**src/rtl/axi_master_generic_if.sv**
```systemverilog
// rtl/axi_master_generic_if.sv - AXI3 five-channel bundle between master engine and slave
// Purpose: groups the AW, W, B, AR and R channel signals of one 32-bit AXI3 link.
// Signals:
//   AW: awid[3:0] awadr[31:0] awlen[3:0] awsize[2:0] awburst[1:0] awlock[1:0]
//       awcache[3:0] awprot[2:0] awvalid / awready
//   W : wid[3:0] wrdata[31:0] wstrb[3:0] wlast wvalid / wready
//   B : bid[3:0] bresp[1:0] bvalid / bready
//   AR: arid[3:0] araddr[31:0] arlen[3:0] arsize[2:0] arlock[1:0] arcache[3:0]
//       arprot[2:0] arvalid / arready
//   R : rid[3:0] rdata[31:0] rresp[1:0] rlast rvalid / rready
// Modports: master (drives AW/W/AR and the B/R readies), slave (the reverse).
interface axi_master_generic_if;
  logic [3:0]  awid;
  logic [31:0] awadr;
  logic [3:0]  awlen;
  logic [2:0]  awsize;
  logic [1:0]  awburst;
  logic [1:0]  awlock;
  logic [3:0]  awcache;
  logic [2:0]  awprot;
  logic        awvalid;
  logic        awready;
  logic [3:0]  wid;
  logic [31:0] wrdata;
  logic [3:0]  wstrb;
  logic        wlast;
  logic        wvalid;
  logic        wready;
  logic [3:0]  bid;
  logic [1:0]  bresp;
  logic        bvalid;
  logic        bready;
  logic [3:0]  arid;
  logic [31:0] araddr;
  logic [3:0]  arlen;
  logic [2:0]  arsize;
  logic [1:0]  arlock;
  logic [3:0]  arcache;
  logic [2:0]  arprot;
  logic        arvalid;
  logic        arready;
  logic [3:0]  rid;
  logic [31:0] rdata;
  logic [1:0]  rresp;
  logic        rlast;
  logic        rvalid;
  logic        rready;

  modport master (
    output awid, awadr, awlen, awsize, awburst, awlock, awcache, awprot, awvalid,
    input  awready,
    output wid, wrdata, wstrb, wlast, wvalid,
    input  wready,
    input  bid, bresp, bvalid,
    output bready,
    output arid, araddr, arlen, arsize, arlock, arcache, arprot, arvalid,
    input  arready,
    input  rid, rdata, rresp, rlast, rvalid,
    output rready
  );

  modport slave (
    input  awid, awadr, awlen, awsize, awburst, awlock, awcache, awprot, awvalid,
    output awready,
    input  wid, wrdata, wstrb, wlast, wvalid,
    output wready,
    output bid, bresp, bvalid,
    input  bready,
    input  arid, araddr, arlen, arsize, arlock, arcache, arprot, arvalid,
    output arready,
    output rid, rdata, rresp, rlast, rvalid,
    input  rready
  );
endinterface

```
**src/rtl/axi_master_generic.sv**
```systemverilog
// rtl/axi_master_generic.sv - single-outstanding AXI3 INCR burst master engine
// Purpose: turns one command (addr, len, dir, id) into an AXI3 INCR burst of 32-bit beats,
//   streaming write beats from the user write port and returning read beats on the read port.
// Ports:
//   aclk, aresetn                  clock, synchronous active-low reset
//   cmd_valid/cmd_ready            command handshake (ready only when idle)
//   cmd_write/addr/len/id          command fields (len = beats - 1)
//   wr_data/wr_strb/wr_valid/wr_ready  user write beat
//   rd_data/rd_last/rd_valid       user read beat (no backpressure)
//   done/done_resp                 end-of-transaction pulse and final response
//   bus                            AXI3 master modport
module axi_master_generic #(
  parameter int TIMEOUT = 256,
  parameter int TO_W    = 9
) (
  input  logic        aclk,
  input  logic        aresetn,
  input  logic        cmd_valid,
  output logic        cmd_ready,
  input  logic        cmd_write,
  input  logic [31:0] cmd_addr,
  input  logic [3:0]  cmd_len,
  input  logic [3:0]  cmd_id,
  input  logic [31:0] wr_data,
  input  logic [3:0]  wr_strb,
  input  logic        wr_valid,
  output logic        wr_ready,
  output logic [31:0] rd_data,
  output logic        rd_last,
  output logic        rd_valid,
  output logic        done,
  output logic [1:0]  done_resp,
  axi_master_generic_if.master bus
);

  typedef enum logic [2:0] {
    S_IDLE, S_WR_ADDR, S_WR_DATA, S_WR_RESP, S_RD_ADDR, S_RD_DATA, S_RD_DONE
  } state_t;

  state_t          state_q, state_d;
  logic [31:0]     addr_q, addr_d;
  logic [3:0]      len_q, len_d;
  logic [3:0]      id_q, id_d;
  logic [3:0]      beat_q, beat_d;
  logic            awvalid_q, awvalid_d;
  logic            arvalid_q, arvalid_d;
  logic [1:0]      resp_acc_q, resp_acc_d;
  logic            done_q, done_d;
  logic [1:0]      done_resp_q, done_resp_d;
  logic [31:0]     rd_data_q, rd_data_d;
  logic            rd_valid_q, rd_valid_d;
  logic            rd_last_q, rd_last_d;
  logic [TO_W-1:0] wd_q, wd_d;

  logic in_wdata, in_wresp, in_rdata;
  logic aw_hs, w_hs, b_hs, ar_hs, r_hs, progress;
  logic [7:0] unused_ids;

  assign in_wdata = (state_q == S_WR_DATA);
  assign in_wresp = (state_q == S_WR_RESP);
  assign in_rdata = (state_q == S_RD_DATA);

  assign aw_hs    = awvalid_q & bus.awready;
  assign w_hs     = in_wdata & wr_valid & bus.wready;
  assign b_hs     = in_wresp & bus.bvalid;
  assign ar_hs    = arvalid_q & bus.arready;
  assign r_hs     = in_rdata & bus.rvalid;
  assign progress = aw_hs | w_hs | b_hs | ar_hs | r_hs;

  // done is visible in the first IDLE cycle, so ready is masked to keep them exclusive.
  assign cmd_ready = (state_q == S_IDLE) & ~done_q;

  always_comb begin
    state_d     = state_q;
    addr_d      = addr_q;
    len_d       = len_q;
    id_d        = id_q;
    beat_d      = beat_q;
    awvalid_d   = awvalid_q;
    arvalid_d   = arvalid_q;
    resp_acc_d  = resp_acc_q;
    done_d      = 1'b0;
    done_resp_d = done_resp_q;
    rd_data_d   = rd_data_q;
    rd_valid_d  = 1'b0;
    rd_last_d   = 1'b0;
    wd_d        = wd_q;

    case (state_q)
      S_IDLE: begin
        if (cmd_valid && cmd_ready) begin
          addr_d     = cmd_addr & 32'hFFFF_FFFC;
          len_d      = cmd_len;
          id_d       = cmd_id;
          beat_d     = 4'd0;
          resp_acc_d = 2'b00;
          if (cmd_write) begin
            state_d   = S_WR_ADDR;
            awvalid_d = 1'b1;
          end else begin
            state_d   = S_RD_ADDR;
            arvalid_d = 1'b1;
          end
        end
      end
      S_WR_ADDR: begin
        if (aw_hs) begin
          awvalid_d = 1'b0;
          state_d   = S_WR_DATA;
        end
      end
      S_WR_DATA: begin
        if (w_hs) begin
          if (beat_q == len_q) begin
            beat_d  = 4'd0;
            state_d = S_WR_RESP;
          end else begin
            beat_d = beat_q + 4'd1;
          end
        end
      end
      S_WR_RESP: begin
        if (b_hs) begin
          done_resp_d = bus.bresp;
          done_d      = 1'b1;
          state_d     = S_IDLE;
        end
      end
      S_RD_ADDR: begin
        if (ar_hs) begin
          arvalid_d = 1'b0;
          state_d   = S_RD_DATA;
        end
      end
      S_RD_DATA: begin
        if (r_hs) begin
          rd_data_d  = bus.rdata;
          rd_valid_d = 1'b1;
          rd_last_d  = bus.rlast;
          if (bus.rresp > resp_acc_q) resp_acc_d = bus.rresp;
          // A slave that never asserts rlast still terminates after len+1 beats.
          if (bus.rlast || (beat_q == len_q)) begin
            beat_d  = 4'd0;
            state_d = S_RD_DONE;
          end else begin
            beat_d = beat_q + 4'd1;
          end
        end
      end
      S_RD_DONE: begin
        done_d      = 1'b1;
        done_resp_d = resp_acc_q;
        state_d     = S_IDLE;
      end
      default: state_d = S_IDLE;
    endcase

    // Watchdog: any progress or state change restarts the count; expiry aborts the burst.
    if ((state_q == S_IDLE) || progress || (state_d != state_q)) begin
      wd_d = '0;
    end else if (wd_q == TO_W'(TIMEOUT - 1)) begin
      wd_d        = '0;
      state_d     = S_IDLE;
      awvalid_d   = 1'b0;
      arvalid_d   = 1'b0;
      beat_d      = 4'd0;
      done_d      = 1'b1;
      done_resp_d = 2'b11;
    end else begin
      wd_d = wd_q + TO_W'(1);
    end
  end

  always_ff @(posedge aclk) begin
    if (!aresetn) begin
      state_q     <= S_IDLE;
      addr_q      <= '0;
      len_q       <= '0;
      id_q        <= '0;
      beat_q      <= '0;
      awvalid_q   <= 1'b0;
      arvalid_q   <= 1'b0;
      resp_acc_q  <= '0;
      done_q      <= 1'b0;
      done_resp_q <= '0;
      rd_data_q   <= '0;
      rd_valid_q  <= 1'b0;
      rd_last_q   <= 1'b0;
      wd_q        <= '0;
    end else begin
      state_q     <= state_d;
      addr_q      <= addr_d;
      len_q       <= len_d;
      id_q        <= id_d;
      beat_q      <= beat_d;
      awvalid_q   <= awvalid_d;
      arvalid_q   <= arvalid_d;
      resp_acc_q  <= resp_acc_d;
      done_q      <= done_d;
      done_resp_q <= done_resp_d;
      rd_data_q   <= rd_data_d;
      rd_valid_q  <= rd_valid_d;
      rd_last_q   <= rd_last_d;
      wd_q        <= wd_d;
    end
  end

  assign bus.awid    = id_q;
  assign bus.awadr   = addr_q;
  assign bus.awlen   = len_q;
  assign bus.awsize  = 3'b010;
  assign bus.awburst = 2'b01;
  assign bus.awlock  = 2'b00;
  assign bus.awcache = 4'b0000;
  assign bus.awprot  = 3'b000;
  assign bus.awvalid = awvalid_q;

  // W data path is combinational from the user port, gated to zero outside WR_DATA.
  assign bus.wid     = id_q;
  assign bus.wrdata  = in_wdata ? wr_data : 32'd0;
  assign bus.wstrb   = in_wdata ? wr_strb : 4'd0;
  assign bus.wlast   = in_wdata & (beat_q == len_q);
  assign bus.wvalid  = in_wdata & wr_valid;
  assign wr_ready    = in_wdata & bus.wready;

  assign bus.bready  = in_wresp;

  assign bus.arid    = id_q;
  assign bus.araddr  = addr_q;
  assign bus.arlen   = len_q;
  assign bus.arsize  = 3'b010;
  assign bus.arlock  = 2'b00;
  assign bus.arcache = 4'b0000;
  assign bus.arprot  = 3'b000;
  assign bus.arvalid = arvalid_q;

  assign bus.rready  = in_rdata;

  assign rd_data   = rd_data_q;
  assign rd_valid  = rd_valid_q;
  assign rd_last   = rd_last_q;
  assign done      = done_q;
  assign done_resp = done_resp_q;

  // Response IDs are not checked with only one transaction in flight.
  assign unused_ids = {bus.bid, bus.rid};

endmodule

```
**src/flat_wrapper.sv**
```systemverilog
// flat-port wrapper written by rule: the top's interface ports become plain ports
module axi_master_generic_flat 
#(
  parameter int TIMEOUT = 256,
  parameter int TO_W    = 9
)
  (aclk, aresetn, cmd_valid, cmd_ready, cmd_write, cmd_addr, cmd_len, cmd_id, wr_data, wr_strb, wr_valid, wr_ready, rd_data, rd_last, rd_valid, done, done_resp, bus_awid, bus_awadr, bus_awlen, bus_awsize, bus_awburst, bus_awlock, bus_awcache, bus_awprot, bus_awvalid, bus_awready, bus_wid, bus_wrdata, bus_wstrb, bus_wlast, bus_wvalid, bus_wready, bus_bid, bus_bresp, bus_bvalid, bus_bready, bus_arid, bus_araddr, bus_arlen, bus_arsize, bus_arlock, bus_arcache, bus_arprot, bus_arvalid, bus_arready, bus_rid, bus_rdata, bus_rresp, bus_rlast, bus_rvalid, bus_rready);
  axi_master_generic_if bus_i ();
  input  logic aclk;
  input  logic aresetn;
  input  logic cmd_valid;
  output logic cmd_ready;
  input  logic cmd_write;
  input  logic [31:0] cmd_addr;
  input  logic [3:0] cmd_len;
  input  logic [3:0] cmd_id;
  input  logic [31:0] wr_data;
  input  logic [3:0] wr_strb;
  input  logic wr_valid;
  output logic wr_ready;
  output logic [31:0] rd_data;
  output logic rd_last;
  output logic rd_valid;
  output logic done;
  output logic [1:0] done_resp;
  output wire logic [$bits(bus_i.awid)-1:0] bus_awid;
  output wire logic [$bits(bus_i.awadr)-1:0] bus_awadr;
  output wire logic [$bits(bus_i.awlen)-1:0] bus_awlen;
  output wire logic [$bits(bus_i.awsize)-1:0] bus_awsize;
  output wire logic [$bits(bus_i.awburst)-1:0] bus_awburst;
  output wire logic [$bits(bus_i.awlock)-1:0] bus_awlock;
  output wire logic [$bits(bus_i.awcache)-1:0] bus_awcache;
  output wire logic [$bits(bus_i.awprot)-1:0] bus_awprot;
  output wire logic [$bits(bus_i.awvalid)-1:0] bus_awvalid;
  input wire logic [$bits(bus_i.awready)-1:0] bus_awready;
  output wire logic [$bits(bus_i.wid)-1:0] bus_wid;
  output wire logic [$bits(bus_i.wrdata)-1:0] bus_wrdata;
  output wire logic [$bits(bus_i.wstrb)-1:0] bus_wstrb;
  output wire logic [$bits(bus_i.wlast)-1:0] bus_wlast;
  output wire logic [$bits(bus_i.wvalid)-1:0] bus_wvalid;
  input wire logic [$bits(bus_i.wready)-1:0] bus_wready;
  input wire logic [$bits(bus_i.bid)-1:0] bus_bid;
  input wire logic [$bits(bus_i.bresp)-1:0] bus_bresp;
  input wire logic [$bits(bus_i.bvalid)-1:0] bus_bvalid;
  output wire logic [$bits(bus_i.bready)-1:0] bus_bready;
  output wire logic [$bits(bus_i.arid)-1:0] bus_arid;
  output wire logic [$bits(bus_i.araddr)-1:0] bus_araddr;
  output wire logic [$bits(bus_i.arlen)-1:0] bus_arlen;
  output wire logic [$bits(bus_i.arsize)-1:0] bus_arsize;
  output wire logic [$bits(bus_i.arlock)-1:0] bus_arlock;
  output wire logic [$bits(bus_i.arcache)-1:0] bus_arcache;
  output wire logic [$bits(bus_i.arprot)-1:0] bus_arprot;
  output wire logic [$bits(bus_i.arvalid)-1:0] bus_arvalid;
  input wire logic [$bits(bus_i.arready)-1:0] bus_arready;
  input wire logic [$bits(bus_i.rid)-1:0] bus_rid;
  input wire logic [$bits(bus_i.rdata)-1:0] bus_rdata;
  input wire logic [$bits(bus_i.rresp)-1:0] bus_rresp;
  input wire logic [$bits(bus_i.rlast)-1:0] bus_rlast;
  input wire logic [$bits(bus_i.rvalid)-1:0] bus_rvalid;
  output wire logic [$bits(bus_i.rready)-1:0] bus_rready;
  assign bus_awid = bus_i.awid;
  assign bus_awadr = bus_i.awadr;
  assign bus_awlen = bus_i.awlen;
  assign bus_awsize = bus_i.awsize;
  assign bus_awburst = bus_i.awburst;
  assign bus_awlock = bus_i.awlock;
  assign bus_awcache = bus_i.awcache;
  assign bus_awprot = bus_i.awprot;
  assign bus_awvalid = bus_i.awvalid;
  assign bus_i.awready = bus_awready;
  assign bus_wid = bus_i.wid;
  assign bus_wrdata = bus_i.wrdata;
  assign bus_wstrb = bus_i.wstrb;
  assign bus_wlast = bus_i.wlast;
  assign bus_wvalid = bus_i.wvalid;
  assign bus_i.wready = bus_wready;
  assign bus_i.bid = bus_bid;
  assign bus_i.bresp = bus_bresp;
  assign bus_i.bvalid = bus_bvalid;
  assign bus_bready = bus_i.bready;
  assign bus_arid = bus_i.arid;
  assign bus_araddr = bus_i.araddr;
  assign bus_arlen = bus_i.arlen;
  assign bus_arsize = bus_i.arsize;
  assign bus_arlock = bus_i.arlock;
  assign bus_arcache = bus_i.arcache;
  assign bus_arprot = bus_i.arprot;
  assign bus_arvalid = bus_i.arvalid;
  assign bus_i.arready = bus_arready;
  assign bus_i.rid = bus_rid;
  assign bus_i.rdata = bus_rdata;
  assign bus_i.rresp = bus_rresp;
  assign bus_i.rlast = bus_rlast;
  assign bus_i.rvalid = bus_rvalid;
  assign bus_rready = bus_i.rready;
  axi_master_generic #(.TIMEOUT(TIMEOUT), .TO_W(TO_W)) u_core (.aclk(aclk), .aresetn(aresetn), .cmd_valid(cmd_valid), .cmd_ready(cmd_ready), .cmd_write(cmd_write), .cmd_addr(cmd_addr), .cmd_len(cmd_len), .cmd_id(cmd_id), .wr_data(wr_data), .wr_strb(wr_strb), .wr_valid(wr_valid), .wr_ready(wr_ready), .rd_data(rd_data), .rd_last(rd_last), .rd_valid(rd_valid), .done(done), .done_resp(done_resp), .bus(bus_i));
endmodule
```
**config.mk**
```make
export PLATFORM = sky130hd
export DESIGN_NAME = axi_master_generic_flat
export DESIGN_NICKNAME = d
export VERILOG_FILES = /design/src/rtl/axi_master_generic_if.sv /design/src/rtl/axi_master_generic.sv /design/src/flat_wrapper.sv
export SDC_FILE = /design/constraint.sdc
export NUM_CORES = 1
export LEC_CHECK = 0
export BUFFER_PORTS_ARGS = -buffer_cell sky130_fd_sc_hd__clkbuf_2
export CELL_PAD_IN_SITES_DETAIL_PLACEMENT = 1
export CELL_PAD_IN_SITES_GLOBAL_PLACEMENT = 2
export CORE_ASPECT_RATIO = 0.8
export CORE_MARGIN = 2
export CORE_UTILIZATION = 23
export CTS_BUF_LIST = sky130_fd_sc_hd__clkbuf_4 sky130_fd_sc_hd__clkbuf_8 sky130_fd_sc_hd__clkbuf_16
export DETAILED_ROUTE_END_ITERATION = 12
export PLACE_DENSITY = 0.85
export SETUP_SLACK_MARGIN = 0.3
export SLEW_MARGIN = 5
export SYNTH_ARGS = -nofsm -noshare
export SYNTH_HDL_FRONTEND = slang
export SYNTH_SLANG_ARGS = --single-unit
```
**constraint.sdc**
```tcl
create_clock -name aclk -period 3.6 [get_ports aclk]
set_input_delay 0.36 -clock aclk [delete_from_list [all_inputs] [get_ports aclk]]
set_output_delay 0.36 -clock aclk [all_outputs]
set_load 0.03 [all_outputs]
```
==> results.rst, run 1 <==
.. list-table::
   :header-rows: 1

   * - Metric
     - Value
   * - # rows
     - 46
   * - Antenna violations before repair
     - 0
   * - Cell at the root of the clock tree
     - sky130_fd_sc_hd__clkbuf_16
   * - Fraction of layout cells with a size suffix above 1
     - 39.0%
   * - Critical Path Source Type
     - flip-flop
   * - Total of buffers placed on input and output ports
     - 281
   * - Largest fanout on the critical path
     - 40
   * - Diodes inserted
     - 0
   * - Share of the yosys chip area belonging to registers
     - 40.5%
   * - Static leakage
     - 2.98 nW
   * - Share of flip-flops with an asynchronous set or reset after synthesis
     - 0%
   * - Top cells by area, synth
     - sky130_fd_sc_hd__dfxtp_1, sky130_fd_sc_hd__nand2_1, sky130_fd_sc_hd__buf_4, sky130_fd_sc_hd__a21boi_1, sky130_fd_sc_hd__and2_1
   * - Die boundary height
     - 132 µm
   * - Prevailing post-synth register cell
     - sky130_fd_sc_hd__dfxtp_1
   * - Routed wire per std cell
     - 13.9 µm
   * - TritonCTS clock tree
     - done
   * - Biggest cell delay along the critical path
     - 680 ps
   * - DR vias
     - 4,386
   * - Number of buffers on the longest clock path
     - 2
   * - Via density
     - 4.10
   * - Die Span X
     - 164 µm
   * - Hold Vio Cnt, Final
     - 0
   * - Initial detailed-routing violation count
     - 221
   * - CP required
     - 3240 ps
   * - Parity-gate share of the synthesized area counting xor and xnor cells
     - 1.86%
   * - Number of endpoints failing setup at the final stage
     - 0
   * - Total power
     - 2.62 mW
   * - Number of levels the H-tree was split into
     - 3
   * - # IOs
     - 322
   * - Net count, final
     - 936
   * - Clock latency on the worst-skew pair
     - 340 ps
   * - Setup slack on the worst flop-to-flop path
     - 1520 ps
   * - Post-synth EDFFs
     - 0
   * - Hold buffer count at CTS
     - 0
   * - Max-slew violation total from the final report
     - 0
   * - Worst hold path cell count
     - 3
   * - Gate Count Post-Synth
     - 575
   * - Mux contribution to synthesized area
     - 0.213%
   * - Peak Freq
     - 418 MHz
   * - Worst slew slack as a fraction of its limit
     - 48.3%
   * - Compound-Gate Fraction of Synth Area
     - 16.7%
   * - Slew at the pin closest to its max-slew limit
     - 776 ps
   * - Effective utilization at floorplan
     - 23.6%
   * - Number of buffers created by CTS
     - 9
   * - Post-Synthesis Mean Instance Area
     - 8.17 µm²
   * - Layout Skew
     - 4.06 ps
   * - Fraction of the mapped netlist area in simple logic gates
     - 24.0%
   * - TritonCTS Sinks
     - 95
   * - Synth Area in Adders
     - 1.33%
   * - Kind of end point of the critical path
     - output port
   * - Result of the run
     - finished, final reports clean
   * - Critical path's top delay family
     - flip-flops
   * - Area share of the largest cell type after synthesis
     - 40.5%
   * - Post-cts gate resize count
     - 0
   * - Synthesis-stage register bit count
     - 95
   * - Share of the cycle needed by the critical path after routing
     - 66.4%
   * - Mapped Area
     - 4700 µm²
   * - Count of cells along the worst register-to-register path
     - 6
   * - Final wirelength
     - 14,900 µm
   * - Endpoint of the worst hold-timing path
     - u_core.bus.araddr[3]
   * - Distinct cells, synth
     - 46
   * - Worst vdd rail ir drop
     - 0.193 mV
   * - Hold Crit Start
     - cmd_addr[3]
   * - Cell taking the most area after synthesis
     - sky130_fd_sc_hd__dfxtp_1
   * - Via count of the first global-routing pass
     - 4,047
   * - Critical-path cell list
     - nor3b_2 -> buf_4 -> and2_1 -> clkbuf_2
   * - Number of setup buffers added after CTS
     - 0
   * - Clock-pin slew on the worst setup and hold paths
     - 70 ps
   * - Wire length of the first global-routing pass
     - 22,600 µm
   * - Arrival time worst endpoint
     - 2030 ps
   * - Number of warnings printed during yosys synthesis
     - 0
   * - Endpoint of the lowest-slack register-to-register path
     - u_core.beat_q[2]
   * - Top post-synthesis cells by count
     - sky130_fd_sc_hd__nand2_1, sky130_fd_sc_hd__dfxtp_1, sky130_fd_sc_hd__buf_4
   * - Power density relative to cell area
     - 423 nW/µm²
   * - Post-Place Worst Slack
     - 1530 ps
   * - RSZ-0062 raised after global routing
     - false
   * - Sum of negative setup slack
     - 0 ps
   * - Dominant cell by count in the synthesized netlist
     - sky130_fd_sc_hd__nand2_1
   * - Synth-to-Final Area Change
     - 32.0%
   * - Max_cap viols
     - 0
   * - Weighted congestion at the end of routability-driven global placement
     - 0.723
   * - Largest net degree at the start of global routing
     - 43
   * - Cell type of the slowest stage on the worst timing path
     - sky130_fd_sc_hd__dfxtp_1
   * - Residual antenna-violating net count after detailed routing
     - 0
   * - Number of iterations in the first detailed-routing pass
     - 4
   * - Setup slack of the critical path after layout
     - 1210 ps
   * - Die area
     - 21,600 µm²
   * - Area inside the core boundary
     - 19,900 µm²
   * - Main combinational cell family by area after synthesis
     - simple AND/OR/NAND/NOR gates
   * - Residual DRC
     - 0
   * - Worst hold path type
     - in -> reg
   * - Start-to-end type of the worst setup path
     - reg -> out
   * - Global route total overflow
     - 0
   * - Combined buffer and inverter count along the critical path
     - 2
   * - Fin crit period
     - 2390 ps
   * - Half-perimeter wire length after placement
     - 11,300 µm
   * - Startpoint of the most critical register-to-register path
     - u_core.state_q[1]
   * - Post-route core utilization
     - 31.2%
   * - Combined global-route utilization of all metal layers
     - 13.3%
## final cells by class
cell class / instances / area [µm²]
inverters: 11 / 41.3
well taps: 264 / 330
clock inverters: 4 / 30.0
flip-flops and latches: 95 / 1900
repair buffers: 287 / 1450
multi-input cells: 396 / 2190
fillers: 2524 / 13700
clock buffers: 12 / 260
## report_power, final
group	switching [mW]	total [mW]	internal, mW
Clock	0.430	0.946	0.516
Sequential	0.0461	1.14	1.09
Combinational	0.370	0.535	0.165
Total	0.846	2.62	1.78
## worst max path at each step
| stage | from | endpoint | cells after the start |
|---|---|---|---|
| 2_1_floorplan | u_core.state_q[1] | u_core.resp_acc_q[0] | 5 |
| 3_3_place_gp | u_core.state_q[1] | u_core.beat_q[2] | 6 |
| 3_5_place_dp | u_core.state_q[1] | u_core.beat_q[2] | 6 |
| 4_1_cts | u_core.state_q[1] | bus_wrdata[15] | 4 |
| 5_1_grt | u_core.state_q[1] | bus_wrdata[15] | 4 |
| 6_report | u_core.state_q[1] | bus_wrdata[15] | 4 |
## cell usage in the layout (no fill, tap or decap), types with 3 or more instances in the layout
| master | count |
|---|---|
| sky130_fd_sc_hd__a22o_1 | 3 |
| sky130_fd_sc_hd__a21boi_1 | 69 |
| sky130_fd_sc_hd__dfxtp_1 | 95 |
| sky130_fd_sc_hd__nor2_1 | 21 |
| sky130_fd_sc_hd__xnor2_1 | 6 |
| sky130_fd_sc_hd__nand2_1 | 150 |
| sky130_fd_sc_hd__nor2b_1 | 6 |
| sky130_fd_sc_hd__xor2_1 | 4 |
| sky130_fd_sc_hd__a22oi_1 | 6 |
| sky130_fd_sc_hd__a21oi_1 | 4 |
| sky130_fd_sc_hd__clkbuf_16 | 9 |
| sky130_fd_sc_hd__conb_1 | 30 |
| sky130_fd_sc_hd__and2_1 | 42 |
| sky130_fd_sc_hd__clkbuf_2 | 281 |
| sky130_fd_sc_hd__nor3_1 | 3 |
| sky130_fd_sc_hd__and3_1 | 5 |
| sky130_fd_sc_hd__ha_1 | 5 |
| sky130_fd_sc_hd__inv_1 | 11 |
| sky130_fd_sc_hd__nand3_1 | 5 |
| sky130_fd_sc_hd__a21boi_0 | 5 |
| sky130_fd_sc_hd__buf_4 | 6 |
## cell families (layout without fill, tap and decap cells)
logic type	after synthesis	count (layout)
simple gates	247	247
other cells	2	30
buf+inv	112	314
flops	95	95
mux	1	1
fa+ha+maj	5	5
xor+xnor	10	10
compound gates	103	103
## flip-flops by register name, indices dropped and copies added (netlist names), 2 cells and up
name               cells
u_core.rd_data        32
u_core.bus.araddr     30
u_core.wd_q            9
u_core.beat_q          4
u_core.bus.arid        4
u_core.bus.arlen       4
u_core.state_q         3
u_core.done_resp       2
u_core.resp_acc_q      2
## worst register-to-register path, stage by stage, from the launching register on
cell and delay (ps):
sky130_fd_sc_hd__dfxtp_1 680, sky130_fd_sc_hd__nor3b_2 260, sky130_fd_sc_hd__buf_4 320, sky130_fd_sc_hd__and3_1 290, sky130_fd_sc_hd__o21a_1 220, sky130_fd_sc_hd__a21oi_1 90, sky130_fd_sc_hd__nor3_1 150
## routing by layer
layer,wire length (µm),up-vias,GRT usage [%]
li1,-,2211,-
met1,6770,1996,17.1
met2,6590,170,21.0
met3,1410,9,5.38
met4,110,0,2.78
met5,0,-,0
## metrics by stage
step	hold WS (ps)	area, µm²	std cells
final	228	6200	1069
after CTS	209	6200	1069
after floorplan	426	4800	603
after global routing	217	6200	1069
after global placement	442	5910	1053
after detailed placement	448	5910	1053
(Power assumes the default switching activity.)
==> run 2, diff against run 1 <==
--- a/config.mk
+++ b/config.mk
@@ -10,10 +10,10 @@
 export CELL_PAD_IN_SITES_GLOBAL_PLACEMENT = 2
 export CORE_ASPECT_RATIO = 0.8
 export CORE_MARGIN = 2
-export CORE_UTILIZATION = 23
+export CORE_UTILIZATION = 19
 export CTS_BUF_LIST = sky130_fd_sc_hd__clkbuf_4 sky130_fd_sc_hd__clkbuf_8 sky130_fd_sc_hd__clkbuf_16
 export DETAILED_ROUTE_END_ITERATION = 12
-export PLACE_DENSITY = 0.85
+export PLACE_DENSITY = 0.75
 export SETUP_SLACK_MARGIN = 0.3
 export SLEW_MARGIN = 5
 export SYNTH_ARGS = -nofsm -noshare
==> constraint.sdc (replaced) <==
create_clock -name aclk -period 2 [get_ports aclk]
set_input_delay 0.2 -clock aclk [delete_from_list [all_inputs] [get_ports aclk]]
set_output_delay 0.2 -clock aclk [all_outputs]
set_load 0.03 [all_outputs]
==> run 2 against run 1 <==
Sequential power grew 80%. Critical path depth grew 1. Core utilization shrank 1.7 points. Final area grew 15%. Clock power grew 110%. Global-route usage shrank 0.89 points. Routed wire length grew 13%. Clock skew grew 2.8 ps. Cell count grew 7.0%. Largest cell class unchanged. Largest power group unchanged.
==> results.rst, run 2 (synthesis gave the netlist of run 1 again) <==
.. list-table::
   :header-rows: 1

   * - Metric
     - Value
   * - Result of the run
     - finished, final reports clean
   * - Layout Skew
     - 6.82 ps
   * - Commonest cells after routing, fill and taps aside
     - sky130_fd_sc_hd__clkbuf_2, sky130_fd_sc_hd__nand2_1, sky130_fd_sc_hd__dfxtp_1
   * - Hold buffer count at CTS
     - 0
   * - Clock-pin slew on the worst setup and hold paths
     - 70 ps
   * - Number of buffers on the longest clock path
     - 2
   * - Biggest cell delay along the critical path
     - 380 ps
   * - Fin crit period
     - 1730 ps
   * - Critical Path Source Type
     - flip-flop
   * - Antenna violations before repair
     - 1
   * - Final wirelength
     - 16,800 µm
   * - Number of iterations in the first detailed-routing pass
     - 4
   * - RSZ-0062 raised after global routing
     - true
   * - TritonCTS Sinks
     - 95
   * - Critical-path cell list
     - nor3b_4 -> buf_6 -> buf_8 -> and2_1 -> clkbuf_8
   * - Cell at the root of the clock tree
     - sky130_fd_sc_hd__clkbuf_16
   * - Cell type of the slowest stage on the worst timing path
     - sky130_fd_sc_hd__dfxtp_4
   * - CP required
     - 1800 ps
   * - Number of buffers created by CTS
     - 9
   * - Weighted congestion at the end of routability-driven global placement
     - 0.754
   * - Routed wire per std cell
     - 14.7 µm
   * - Combined global-route utilization of all metal layers
     - 12.4%
   * - Placed instance area
     - 6070 µm²
   * - Slew at the pin closest to its max-slew limit
     - 553 ps
   * - Number of levels the H-tree was split into
     - 3
   * - Hold Worst Slack
     - 72.7 ps
   * - Largest fanout on the critical path
     - 9
   * - Kind of end point of the critical path
     - output port
   * - # IOs
     - 322
   * - Number of flip-flops under the largest register name
     - 32
   * - Layout Cell Area excl Fill
     - 7160 µm²
   * - Start-to-end type of the worst setup path
     - reg -> out
   * - Clock latency on the worst-skew pair
     - 340 ps
   * - Arrival time worst endpoint
     - 1530 ps
   * - DR vias
     - 4,517
   * - TritonCTS clock tree
     - done
   * - Number of endpoints failing setup at the final stage
     - 0
   * - Worst vdd rail ir drop
     - 0.338 mV
   * - Sum of negative setup slack
     - 0 ps
   * - Share of the cycle needed by the critical path after routing
     - 86.4%
   * - Peak Freq
     - 579 MHz
   * - Net count, final
     - 958
   * - Die area
     - 26,000 µm²
   * - Max-slew violation total from the final report
     - 0
   * - Fraction of layout cells with a size suffix above 1
     - 45.4%
   * - Via count of the first global-routing pass
     - 4,353
   * - Most common cell after layout, fill and taps aside
     - sky130_fd_sc_hd__clkbuf_2
   * - Post-route core utilization
     - 29.4%
   * - Total power
     - 5.11 mW
   * - Max_cap viols
     - 0
   * - Residual antenna-violating net count after detailed routing
     - 0
   * - Initial detailed-routing violation count
     - 134
   * - Largest net degree at the start of global routing
     - 80
   * - Global route total overflow
     - 0
   * - Via density
     - 3.95
   * - Synth-to-Final Area Change
     - 52.3%
   * - Half-perimeter wire length after placement
     - 12,000 µm
   * - Hold Vio Cnt, Final
     - 0
   * - Worst slew slack as a fraction of its limit
     - 63.1%
   * - Die boundary height
     - 145 µm
   * - Static leakage
     - 3.27 nW
   * - Effective utilization at floorplan
     - 19.3%
   * - Residual DRC
     - 0
   * - Area inside the core boundary
     - 24,300 µm²
   * - # rows
     - 51
   * - Total of buffers placed on input and output ports
     - 281
   * - Worst hold path type
     - in -> reg
   * - Diodes inserted
     - 0
   * - Wire length of the first global-routing pass
     - 25,200 µm
   * - Power density relative to cell area
     - 714 nW/µm²
   * - Die Span X
     - 180 µm
## run 2: changes by cell type in the layout (fill, tap and decap cells not counted), sizes merged
cell	change
buf	+39
clkbuf	-20
clkinv	-2
clkinvlp	+1
bufinv	+3
## run 2: final cells by class
class	count	area (µm²)
fillers	2938	17200
repair buffers	309	2110
clock buffers	9	225
clock inverters	6	110
inverters	11	41.3
well taps	318	398
multi-input cells	396	2350
flip-flops and latches	95	1920
## run 2: report_power, final
group / internal (mW) / total (mW) / switching, mW
sequential: 1.97 / 2.05 / 0.0773
clock: 1.21 / 1.96 / 0.742
combinational: 0.387 / 1.11 / 0.723
## run 2: metrics by stage
step / std cells / setup WS, ps
after floorplan: 603 / 310
after global placement: 1112 / 194
after detailed placement: 1112 / 147
after CTS: 1139 / 262
after global routing: 1144 / 195
final: 1144 / 272
## run 2: repair_timing
action	4_1_cts	5_1_grt
pin swaps	11	20
endpoints found under the setup margin	64	64
gates cloned	4	2
setup buffers	8	3
gates resized for setup	111	59
## run 2: final timing paths
path	start	end	slack, ps	cells after the start
setup reg to reg	u_core.state_q[1]	u_core.beat_q[2]	390	7
setup / recovery	u_core.state_q[1]	bus_wrdata[4]	270	5
hold / removal	cmd_addr[10]	u_core.bus.araddr[10]	70	3
hold reg to reg	u_core.rd_data[26]	u_core.rd_data[26]	450	2
## run 2: layer usage
metal / wire length, µm / GRT usage (%) / up-vias
li1: - / - / 2248
met4: 161 / 2.74 / 2
met3: 1490 / 4.73 / 9
met2: 7840 / 20.2 / 167
met1: 7320 / 15.7 / 2091
met5: 13 / 0 / -
## run 2: worst max-delay path, delay by kind of cell (launching register included)
kind | cells | cell delay [ps]
buf+inv | 3 | 470
simple gates | 2 | 340
flops | 1 | 380
